--- src/rtl/led_arbiter.sv ---
// led_arbiter: round-robin owner of the io_led array with minimum dwell
// time before preemption, and a walking-one heartbeat while idle.
// Ports: clk, reset (sync, active-high), req[NUM_REQ],
//   req_data[NUM_REQ*WIDTH] (requester i at [i*WIDTH +: WIDTH]),
//   grant[NUM_REQ] (one-hot or zero), busy, io_led[WIDTH].
module led_arbiter #(
  parameter int NUM_REQ      = 4,
  parameter int WIDTH        = 24,
  parameter int DWELL_CYCLES = 50_000_000
) (
  input  logic                       clk,
  input  logic                       reset,
  input  logic [NUM_REQ-1:0]         req,
  input  logic [NUM_REQ*WIDTH-1:0]   req_data,
  output logic [NUM_REQ-1:0]         grant,
  output logic                       busy,
  output logic [WIDTH-1:0]           io_led
);

  localparam int IW = (NUM_REQ > 1) ? $clog2(NUM_REQ) : 1;

  localparam logic [0:0] IDLE = 1'b0;
  localparam logic [0:0] OWN  = 1'b1;

  localparam logic [31:0] CNT_MAX = 32'(DWELL_CYCLES - 1);
  localparam logic [NUM_REQ-1:0] ONE = {{(NUM_REQ-1){1'b0}}, 1'b1};
  localparam logic [WIDTH-1:0] WALK_INIT = {{(WIDTH-1){1'b0}}, 1'b1};
  localparam logic [IW-1:0] LAST_INIT = IW'(NUM_REQ - 1);

  logic [0:0]         state;
  logic [31:0]        cnt;
  logic [WIDTH-1:0]   walk;
  logic [IW-1:0]      owner;
  logic [IW-1:0]      last;

  logic [NUM_REQ-1:0] cand;
  logic [IW-1:0]      scan;
  logic [IW-1:0]      pick_idx;
  logic               pick_found;
  logic [WIDTH-1:0]   pick_data;
  logic [WIDTH-1:0]   own_data;
  logic               dwell_done;
  logic [WIDTH-1:0]   walk_nxt;

  assign dwell_done = (cnt == CNT_MAX);

  // Walk rotates only on the heartbeat period boundary.
  assign walk_nxt = dwell_done ?
    {walk[WIDTH-2:0], walk[WIDTH-1]} : walk;

  // The current owner is masked out so a preempt never re-picks it;
  // on release its req is already low, so the mask is harmless.
  always_comb begin
    cand = req;
    if (state == OWN) cand = req & ~(ONE << owner);
  end

  always_comb begin
    pick_found = 1'b0;
    pick_idx   = '0;
    scan       = '0;
    for (int k = 1; k <= NUM_REQ; k++) begin
      scan = IW'((int'(last) + k) % NUM_REQ);
      if (!pick_found && cand[scan]) begin
        pick_found = 1'b1;
        pick_idx   = scan;
      end
    end
  end

  assign pick_data = req_data[int'(pick_idx)*WIDTH +: WIDTH];
  assign own_data  = req_data[int'(owner)*WIDTH +: WIDTH];

  always_ff @(posedge clk) begin
    if (reset) begin
      state  <= IDLE;
      cnt    <= '0;
      walk   <= WALK_INIT;
      owner  <= '0;
      last   <= LAST_INIT;
      grant  <= '0;
      busy   <= 1'b0;
      io_led <= WALK_INIT;
    end else begin
      case (state)
        IDLE: begin
          if (pick_found) begin
            state  <= OWN;
            owner  <= pick_idx;
            last   <= pick_idx;
            grant  <= ONE << pick_idx;
            busy   <= 1'b1;
            cnt    <= '0;
            io_led <= pick_data;
          end else begin
            cnt    <= dwell_done ? '0 : cnt + 32'd1;
            walk   <= walk_nxt;
            io_led <= walk_nxt;
          end
        end
        OWN: begin
          if (!req[owner] || (dwell_done && pick_found)) begin
            if (pick_found) begin
              owner  <= pick_idx;
              last   <= pick_idx;
              grant  <= ONE << pick_idx;
              busy   <= 1'b1;
              cnt    <= '0;
              io_led <= pick_data;
            end else begin
              state  <= IDLE;
              grant  <= '0;
              busy   <= 1'b0;
              cnt    <= '0;
              io_led <= walk;
            end
          end else begin
            io_led <= own_data;
            if (!dwell_done) cnt <= cnt + 32'd1;
          end
        end
        default: begin
          state <= IDLE;
          grant <= '0;
          busy  <= 1'b0;
          cnt   <= '0;
        end
      endcase
    end
  end

endmodule

--- config.mk ---
export PLATFORM = sky130hd
export DESIGN_NAME = led_arbiter
export DESIGN_NICKNAME = d
export VERILOG_FILES = /design/src/rtl/led_arbiter.sv
export SDC_FILE = /design/constraint.sdc
export NUM_CORES = 1
export LEC_CHECK = 0
export BUFFER_PORTS_ARGS = -buffer_cell sky130_fd_sc_hd__buf_2
export CAP_MARGIN = 20
export CORE_UTILIZATION = 55
export DETAILED_ROUTE_END_ITERATION = 12
export GPL_ROUTABILITY_DRIVEN = 0
export PLACE_DENSITY = 0.82
export SYNTH_ARGS = -nofsm -noshare
export SYNTH_HDL_FRONTEND = slang
export SYNTH_SLANG_ARGS = --single-unit
--- constraint.sdc ---
create_clock -name clk -period 3.37 [get_ports clk]
set_input_delay 0.337 -clock clk [delete_from_list [all_inputs] [get_ports clk]]
set_output_delay 0.337 -clock clk [all_outputs]
set_load 0.01 [all_outputs]
==> results of run 1 <==
## logic make-up after synthesis
group / count (synthesis)
buffers and inverters: 56
DFF: 90
muxes: 77
adders and majority gates: 1
and+or+nand+nor: 218
xor gates and xnor gates: 24
AOI/OAI and AO/OA: 124
## placed cells by master (no fill, tap or decap), drive strengths merged, types with 15 or more instances in the layout
cell / netlist / final
dfxtp: 90 / 90
buf: 19 / 143
mux2i: 49 / 49
a31o: 24 / 24
a21oi: 32 / 32
mux4: 25 / 25
nor2: 30 / 30
nand3: 62 / 62
o21ai: 15 / 15
nand2: 71 / 71
o221ai: 23 / 23
xnor2: 16 / 16
## worst max path at each step
stage | startpoint | to | slack [ps] | cells after the start
after floorplan | last[0]$_SDFFE_PP1P_ | io_led[21]$_SDFF_PP0_ | 1120 | 10
after global placement | last[0]$_SDFFE_PP1P_ | io_led[0]$_SDFF_PP1_ | 680 | 7
after detailed placement | owner[0]$_SDFFE_PP0P_ | io_led[20]$_SDFF_PP0_ | 520 | 8
after CTS | last[0]$_SDFFE_PP1P_ | io_led[20]$_SDFF_PP0_ | 510 | 7
after global routing | owner[0]$_SDFFE_PP0P_ | io_led[20]$_SDFF_PP0_ | 250 | 8
final | owner[0]$_SDFFE_PP0P_ | io_led[20]$_SDFF_PP0_ | 440 | 8
## power groups by stage
stage | sequential [mW] | combinational, mW | clock [mW]
floorplan | 1.24 | 0.551 | 0
global placement | 1.22 | 0.790 | 0
detailed placement | 1.22 | 0.815 | 0
CTS | 1.20 | 0.818 | 0.822
global route | 1.21 | 0.884 | 0.866
finish | 1.20 | 0.818 | 0.819
## cell type report
cell class | instances | area share
repair buffers | 143 | 0.119
multi-input cells | 444 | 0.527
inverters | 11 | 0.00658
clock inverters | 5 | 0.0124
well taps | 129 | 0.0257
flip-flops and latches | 90 | 0.287
clock buffers | 11 | 0.0225
## cell usage after synthesis, types with 2 or more instances
| cell | number | area share |
|---|---|---|
| a31o_2 | 21 | 0.034 |
| xnor2_1 | 16 | 0.026 |
| o221ai_1 | 22 | 0.036 |
| o21ai_0 | 13 | 0.012 |
| or3_1 | 2 | 0.0023 |
| and3_1 | 5 | 0.0059 |
| nand2_1 | 71 | 0.050 |
| a21oi_1 | 32 | 0.030 |
| a2bb2oi_1 | 2 | 0.0033 |
| a211oi_1 | 3 | 0.0042 |
| nand2b_1 | 6 | 0.0070 |
| xor2_1 | 8 | 0.013 |
| a31o_1 | 3 | 0.0049 |
| clkbuf_1 | 26 | 0.018 |
| mux4_2 | 25 | 0.11 |
| buf_1 | 2 | 0.0014 |
| nor3_1 | 6 | 0.0056 |
| nor4_1 | 3 | 0.0035 |
| nand3_1 | 62 | 0.058 |
| a31oi_1 | 3 | 0.0035 |
| inv_1 | 11 | 0.0077 |
| dfxtp_1 | 90 | 0.34 |
| o211ai_1 | 5 | 0.0070 |
| or2_1 | 2 | 0.0023 |
| buf_6 | 3 | 0.0063 |
| o22ai_1 | 2 | 0.0023 |
| nor2b_1 | 3 | 0.0035 |
| nor2_1 | 30 | 0.021 |
| mux2_2 | 3 | 0.0063 |
| and4_1 | 4 | 0.0066 |
| a22oi_1 | 2 | 0.0028 |
| a221oi_1 | 2 | 0.0033 |
| o21ai_1 | 2 | 0.0019 |
| buf_2 | 13 | 0.012 |
| and2_1 | 2 | 0.0023 |
| nor4_2 | 3 | 0.0070 |
| nand4_1 | 9 | 0.011 |
| or2_2 | 2 | 0.0023 |
| mux2i_1 | 49 | 0.092 |
| nand3b_1 | 3 | 0.0042 |
## registers in the layout, summed over array words and instances, names as in the netlist
name,flops
busy,1
io_led,24
cnt,32
last,2
owner,2
walk,24
state,1
grant,4
## per-stage QoR
step	setup WS [ps]	hold slack, ps
after detailed placement	517	465
final	444	305
after global placement	677	457
after global routing	254	301
after CTS	512	301
after floorplan	1120	450
## layer usage
metal	wire length (um)	GRT usage	up-vias
met5	0	0	-
met4	293	0.100	0
met3	920	0.0569	38
met2	7150	0.502	249
met1	5870	0.352	2476
li1	-	-	2436
## critical path, delay by kind of cell (launching register included)
family                 cells  cell delay, ps
buffers and inverters      2             640
AND/OR/NAND/NOR            3             850
AO/OA/AOI/OAI              2             540
flip-flops                 1             470
multiplexers               1             250
==> impl_metrics.yaml, run 1 <==
route:
  vias: 5199
  wirelength_mm: 14.2
  routed_via_density: 6.24
  drtPass1Iterations: 5
  dr.first_iter.drc_count: 341
  drc: 0
  wire_per_inst_um: 17.1
  ant_nets: 0
global_route:
  grt_pass1_vias: 5076
  grt_pass1_wl_mm: 23.0
  grt_max_degree: 37
  grtUsageTotal: 0.287
  grt.overflow.total: 0
  antenna_found_initial: 0
floorplanning:
  io_pins: 131
  die_w_um: 101
  die-area_um2: 10100
  core_area_um2: 9330
  initial_utilization: 0.573
  num_rows: 35
  die-height_um: 101
clocking:
  clock_insertion_delay_worst_skew_ps: 350
  post_cts_buffers: 0
  clkTransAtPathRegs_ps: 100
  cts_resized: 0
  cts_max_level: 3
  clock-root-buffer: "clkbuf_8"
  cts_tree: "done"
  clock-sinks: 90
  clock_path_buffers: 2
  ctsHoldBuffers: 0
  numCtsBuffers: 9
critical_path:
  rr_worst_depth: 8
  max_stage_delay_ps: 610
  r2r-start: "owner[0]$_SDFFE_PP0P_"
  crit_path_max_fanout: 18
  cp_slowest_cell: "or2_2"
  crit_type: "reg -> reg"
  crit_path_end_kind: "flop"
  worst_setup_path_start_kind: "flop"
  worstPathRequired_ps: 3560
  r2r_end: "io_led[20]$_SDFF_PP0_"
  crit_chain: "buf_4 > nand3b_1 > nand3_1 > o21ai_0 > or2_2 > buf_4 > mux2i_1 > o221ai_1"
  crit_top_cell: "buf_4"
  reg2reg_slack_ps: 440
  arrival_ps: 3120
logic_synthesis:
  yosys_warnings: 0
  synth_area_um2: 5350
  postSynthCellCount: 590
  synth_area_per_cell_um2: 9.06
  synthArstFlopShare: 0
  synthSimpleGateAreaFrac: 0.203
  synth_edf_count: 0
  synth-xor-area-share: 0.0393
  synth.area.mux_share: 0.203
  synthAdderAreaFrac: 0.00234
  synth_nets: 693
  ys.flop_type: "dfxtp_1"
  synth_compound_area_frac: 0.168
  seq_area_frac_synth: 0.337
  ys_ff_latch: 90
  synth_top_family_by_area: "multiplexers"
  synthDistinctLibCells: 59
sta:
  fin_crit_ps: 2930
  setup_viol: 0
  fin_worst_skew_ps: 14.4
  min_period_over_period: 0.868
  hold_viol: 0
  tightestPinTransition_ps: 907
  fmax_mhz: 342
  drv_slew: 0
  relSlewSlack: 0.396
  fin_setup_tns_ps: 0
  rsz0062_at_grt: "false"
power_and_ir_drop:
  p_leak_nw: 2.44
  power_density_nw_per_um2: 452
  clock_power_share: 0.289
  switchingPower_mw: 0.857
  combPwrFrac: 0.288
  p_seq_frac: 0.423
  internal-power_mw: 1.98
  ir_drop_v: 0.000241
  swShare: 0.302
  power_mw: 2.84
hold_path:
  hold_class: "in -> reg"
  hp-start: "req_data[79]"
  hold_path_depth: 3
  min_to: "io_led[7]$_SDFF_PP0_"
layout:
  multiInputGateArea_um2: 3310
  seq_area_um2: 1800
  diodes: 0
  fin_cells: 833
  area_growth_pct: 17.5
  drive_gt1_frac: 0.310
  final_area_um2: 6280
  post-route-util: 0.673
  final_net_count: 802
  fillers: 775
place:
  dpl_cell_area_um2: 6060
  portBuffers: 130
  dpl.hpwl_mm: 10.3
  placed_cells: 817
job:
  maxCapViolCount: 0
status:
  status: "complete, no violations"
(Power assumes the default switching activity.)
==> run 2: changes to the inputs <==
--- a/config.mk
+++ b/config.mk
@@ -7,10 +7,11 @@
 export LEC_CHECK = 0
 export BUFFER_PORTS_ARGS = -buffer_cell sky130_fd_sc_hd__buf_2
 export CAP_MARGIN = 20
-export CORE_UTILIZATION = 55
+export CORE_UTILIZATION = 54
+export CTS_CLUSTER_SIZE = 30
 export DETAILED_ROUTE_END_ITERATION = 12
 export GPL_ROUTABILITY_DRIVEN = 0
-export PLACE_DENSITY = 0.82
+export PLACE_DENSITY = 0.81
 export SYNTH_ARGS = -nofsm -noshare
 export SYNTH_HDL_FRONTEND = slang
 export SYNTH_SLANG_ARGS = --single-unit
==> constraint.sdc (replaced) <==
create_clock -name clk -period 2.9 [get_ports clk]
set_input_delay 0.29 -clock clk [delete_from_list [all_inputs] [get_ports clk]]
set_output_delay 0.29 -clock clk [all_outputs]
set_load 0.01 [all_outputs]
==> impl_metrics.yaml, run 2 (synthesized netlist as in run 1, its figures left out) <==
clocking:
  clock-sinks: 90
  numCtsBuffers: 9
  cts_tree: "done"
  clock_insertion_delay_worst_skew_ps: 350
  post_cts_buffers: 0
  cts_max_level: 3
  clock_path_buffers: 2
  clkTransAtPathRegs_ps: 90
  ctsHoldBuffers: 0
  clock-root-buffer: "clkbuf_8"
route:
  wire_per_inst_um: 16.9
  drtPass1Iterations: 5
  vias: 5216
  dr.first_iter.drc_count: 357
  ant_nets: 0
  routed_via_density: 6.23
  drc: 0
  wirelength_mm: 14.2
sta:
  hold_viol: 0
  min_period_over_period: 0.901
  tightestPinTransition_ps: 815
  setup_viol: 0
  layout_setup_ws_ps: 288
  fmax_mhz: 383
  rsz0062_at_grt: "false"
  hold_ws_ps: 258
  fin_worst_skew_ps: 13.5
  fin_setup_tns_ps: 0
  drv_slew: 0
  relSlewSlack: 0.455
  fin_crit_ps: 2610
power_and_ir_drop:
  p_leak_nw: 2.45
  power_mw: 3.15
  p_seq_frac: 0.440
  ir_drop_v: 0.000346
  internal-power_mw: 2.16
  combPwrFrac: 0.303
  switchingPower_mw: 0.985
  power_density_nw_per_um2: 500
  clock_power_share: 0.257
  swShare: 0.313
layout:
  largestRegisters: "cnt x32, io_led x24, walk x24"
  final_cell_mix: "130 x buf_2, 89 x dfxtp_1, 71 x nand2_1"
  largest_register_ffs: 32
  final_net_count: 806
  drive_gt1_frac: 0.316
  final_common_cell: "buf_2"
  diodes: 0
  regMostFlops: "cnt"
  fin_cells: 837
  area_growth_pct: 17.7
critical_path:
  arrival_ps: 2810
  crit_chain: "buf_4 > nand3b_1 > nand3_1 > o21ai_0 > or2_2 > buf_12 > mux2i_1 > o221ai_1"
  crit_type: "reg -> reg"
  worst_setup_path_start_kind: "flop"
  cp_slowest_cell: "dfxtp_1"
  crit_family: "buffers and inverters"
  r2r-start: "owner[0]$_SDFFE_PP0P_"
  crit_path_max_fanout: 49
  crit_path_end_kind: "flop"
  max_stage_delay_ps: 500
  crit_start: "owner[0]$_SDFFE_PP0P_"
  worstPathBufferInverterCount: 2
  reg2reg_slack_ps: 290
  worstPathRequired_ps: 3100
floorplanning:
  core_area_um2: 9420
  die-area_um2: 10300
  io_pins: 131
  num_rows: 35
  die-height_um: 102
  die_w_um: 102
  initial_utilization: 0.568
status:
  status: "complete, no violations"
global_route:
  grt_pass1_wl_mm: 23.1
  grt.overflow.total: 0
  grt_pass1_vias: 4944
  grt_max_degree: 50
  antenna_found_initial: 0
  grtUsageTotal: 0.283
place:
  placed_cells: 821
  dpl.hpwl_mm: 10.3
  post-place-ws_ps: 213
  portBuffers: 130
job:
  maxCapViolCount: 0
hold_path:
  hp-start: "req_data[87]"
  hold_class: "in -> reg"
[run 2: cell count changes in the layout (fill, tap and decap cells not counted), sizes merged]
cell / delta
bufinv: -2
buf: +4
clkinv: +2
[run 2: cell type report]
type / count / area, um2
clock inverters: 5 / 38.8
multi-input cells: 444 / 3310
clock buffers: 11 / 151
repair buffers: 147 / 791
well taps: 129 / 161
flip-flops and latches: 90 / 1800
fillers: 770 / 3120
inverters: 11 / 41.3
[run 2: what timing repair did]
item	CTS	global route
endpoints found under the setup margin	0	15
hold endpoints to repair	0	0
gates resized for setup	0	1
[run 2: power by group through the flow]
stage               Combinational (mW)  Clock [mW]  Sequential [mW]
CTS                              0.960       0.822             1.39
global route                      1.04       0.874             1.40
floorplan                        0.641           0             1.44
global placement                 0.924           0             1.41
detailed placement               0.956           0             1.41
finish                           0.953       0.808             1.39
[run 2: through the flow]
step	instance area, um2	util
final	6290	0.668
after global placement	6100	0.648
after floorplan	5350	-
after global routing	6290	0.668
after CTS	6290	0.668
after detailed placement	6100	0.648
[run 2: tightest hold or removal path, cell delays in order]
cell and delay, ps:
buf_2 90, mux2i_1 50, o221ai_1 150
[run 2: final timing paths]
kind	depth (start not counted)	end
max	8	io_led[23]$_SDFF_PP0_
min	3	io_led[15]$_SDFF_PP0_
max reg2reg	8	io_led[23]$_SDFF_PP0_
min reg2reg	2	busy$_SDFFE_PP0P_
[run 2: metal layers]
| layer | track usage | wire length (um) | up-vias | share of wire |
|---|---|---|---|---|
| met5 | 0 | 0 | - | 0 |
| met4 | 0.117 | 352 | 0 | 0.025 |
| met3 | 0.0414 | 874 | 33 | 0.062 |
| met2 | 0.477 | 6960 | 253 | 0.49 |
| met1 | 0.363 | 5980 | 2484 | 0.42 |
| li1 | - | - | 2446 | - |
==> run 3: changes to the inputs <==
--- a/config.mk
+++ b/config.mk
@@ -11,7 +11,7 @@
 export CTS_CLUSTER_SIZE = 30
 export DETAILED_ROUTE_END_ITERATION = 12
 export GPL_ROUTABILITY_DRIVEN = 0
-export PLACE_DENSITY = 0.81
+export PLACE_DENSITY = 0.84
 export SYNTH_ARGS = -nofsm -noshare
 export SYNTH_HDL_FRONTEND = slang
 export SYNTH_SLANG_ARGS = --single-unit
==> impl_metrics.yaml, run 3 (synthesized netlist as in run 1, its figures left out) <==
route:
  ant_nets: 0
  drc: 0
  routed_via_density: 6.21
  wirelength_mm: 14.5
  drtPass1Iterations: 5
  wire_per_inst_um: 17.4
  dr.first_iter.drc_count: 420
  vias: 5185
sta:
  tightestPinTransition_ps: 796
  hold_viol: 0
  setup_viol: 0
  fmax_mhz: 366
  fin_worst_skew_ps: 12.5
  layout_setup_ws_ps: 165
  hold_ws_ps: 239
  min_period_over_period: 0.943
  drv_slew: 0
  rsz0062_at_grt: "false"
  relSlewSlack: 0.468
  fin_setup_tns_ps: 0
  fin_crit_ps: 2740
place:
  portBuffers: 130
  placed_cells: 820
  post-place-ws_ps: 183
  dpl.hpwl_mm: 10.5
  dpl_cell_area_um2: 6100
floorplanning:
  io_pins: 131
  die_w_um: 102
  num_rows: 35
  die-area_um2: 10300
  initial_utilization: 0.568
  die-height_um: 102
  core_area_um2: 9420
critical_path:
  crit_chain: "buf_4 > nand2_1 > o211a_1 > o21ai_0 > or2_2 > buf_12 > mux2i_1 > o221ai_1"
  crit_path_max_fanout: 39
  crit_path_end_kind: "flop"
  cp_slowest_cell: "dfxtp_1"
  max_stage_delay_ps: 460
  arrival_ps: 2960
  worst_setup_path_start_kind: "flop"
  crit_type: "reg -> reg"
  worstPathRequired_ps: 3130
  rr_worst_depth: 8
power_and_ir_drop:
  p_leak_nw: 2.47
  clock_power_share: 0.303
  swShare: 0.297
  combPwrFrac: 0.287
  power_density_nw_per_um2: 532
  ir_drop_v: 0.000292
  switchingPower_mw: 1.00
  power_mw: 3.37
  p_seq_frac: 0.410
  internal-power_mw: 2.37
layout:
  final_net_count: 805
  final_common_cell: "buf_2"
  final_cell_mix: "130 x buf_2, 89 x dfxtp_1, 71 x nand2_1"
  diodes: 0
  drive_gt1_frac: 0.314
  final_area_um2: 6330
  regMostFlops: "cnt"
  largest_register_ffs: 32
  fin_cells: 835
  post-route-util: 0.673
  area_growth_pct: 18.4
  largestRegisters: "cnt x32, io_led x24, walk x24"
hold_path:
  hold_path_depth: 3
  hold_class: "in -> reg"
global_route:
  grt_max_degree: 50
  grtUsageTotal: 0.284
  grt_pass1_wl_mm: 23.0
  antenna_found_initial: 0
  grt_pass1_vias: 5043
  grt.overflow.total: 0
clocking:
  clock_insertion_delay_worst_skew_ps: 360
  clock_path_buffers: 2
  cts_max_level: 3
  cts_tree: "done"
  numCtsBuffers: 9
  clock-root-buffer: "clkbuf_8"
  post_cts_buffers: 0
  ctsHoldBuffers: 0
  clkTransAtPathRegs_ps: 80
  clock-sinks: 90
status:
  status: "complete, no violations"
job:
  maxCapViolCount: 0
run 3: final timing paths:
path                                            start                    end  slack [ps]
worst min-delay path                     req_data[93]  io_led[21]$_SDFF_PP0_         240
worst min register to register  walk[21]$_SDFFE_PP0P_  walk[21]$_SDFFE_PP0P_         480
worst max-delay path            owner[0]$_SDFFE_PP0P_  io_led[20]$_SDFF_PP0_         160
worst max register to register  owner[0]$_SDFFE_PP0P_  io_led[20]$_SDFF_PP0_         160
run 3: worst max-delay path, delay by kind of cell, from the launching register on:
| family | cells | cell delay, ps |
|---|---|---|
| AOI/OAI and AO/OA | 3 | 760 |
| buffers and inverters | 2 | 560 |
| and+or+nand+nor | 2 | 540 |
| DFF | 1 | 460 |
| muxes | 1 | 260 |
run 3: per-layer routing:
layer	global-route usage	up-vias	wire (um)
met5	0	-	0
met4	0.107	0	264
met3	0.0435	28	861
met2	0.501	228	7500
met1	0.350	2485	5910
li1	-	2444	-
run 3: layout make-up:
cell class	instances	area [um2]
Clock buffer	10	128
Inverter	11	41.3
Multi-Input combinational cell	444	3310
Sequential cell	90	1800
Tap cell	129	161
Fill cell	773	3080
Timing Repair Buffer	146	783
Clock inverter	5	104
run 3: repair_timing:
action                                  in CTS  in global routing
resized for setup                            0                  3
endpoints found under the hold margin        0                  0
endpoints found under the setup margin       0                 32
run 3: power by group through the flow:
stage / logic [mW] / registers [mW] / clock network [mW]
2_1_floorplan: 0.641 / 1.44 / 0
3_3_place_gp: 0.927 / 1.41 / 0
3_5_place_dp: 0.960 / 1.41 / 0
4_1_cts: 0.965 / 1.38 / 1.03
5_1_grt: 1.04 / 1.39 / 1.08
6_report: 0.967 / 1.38 / 1.02
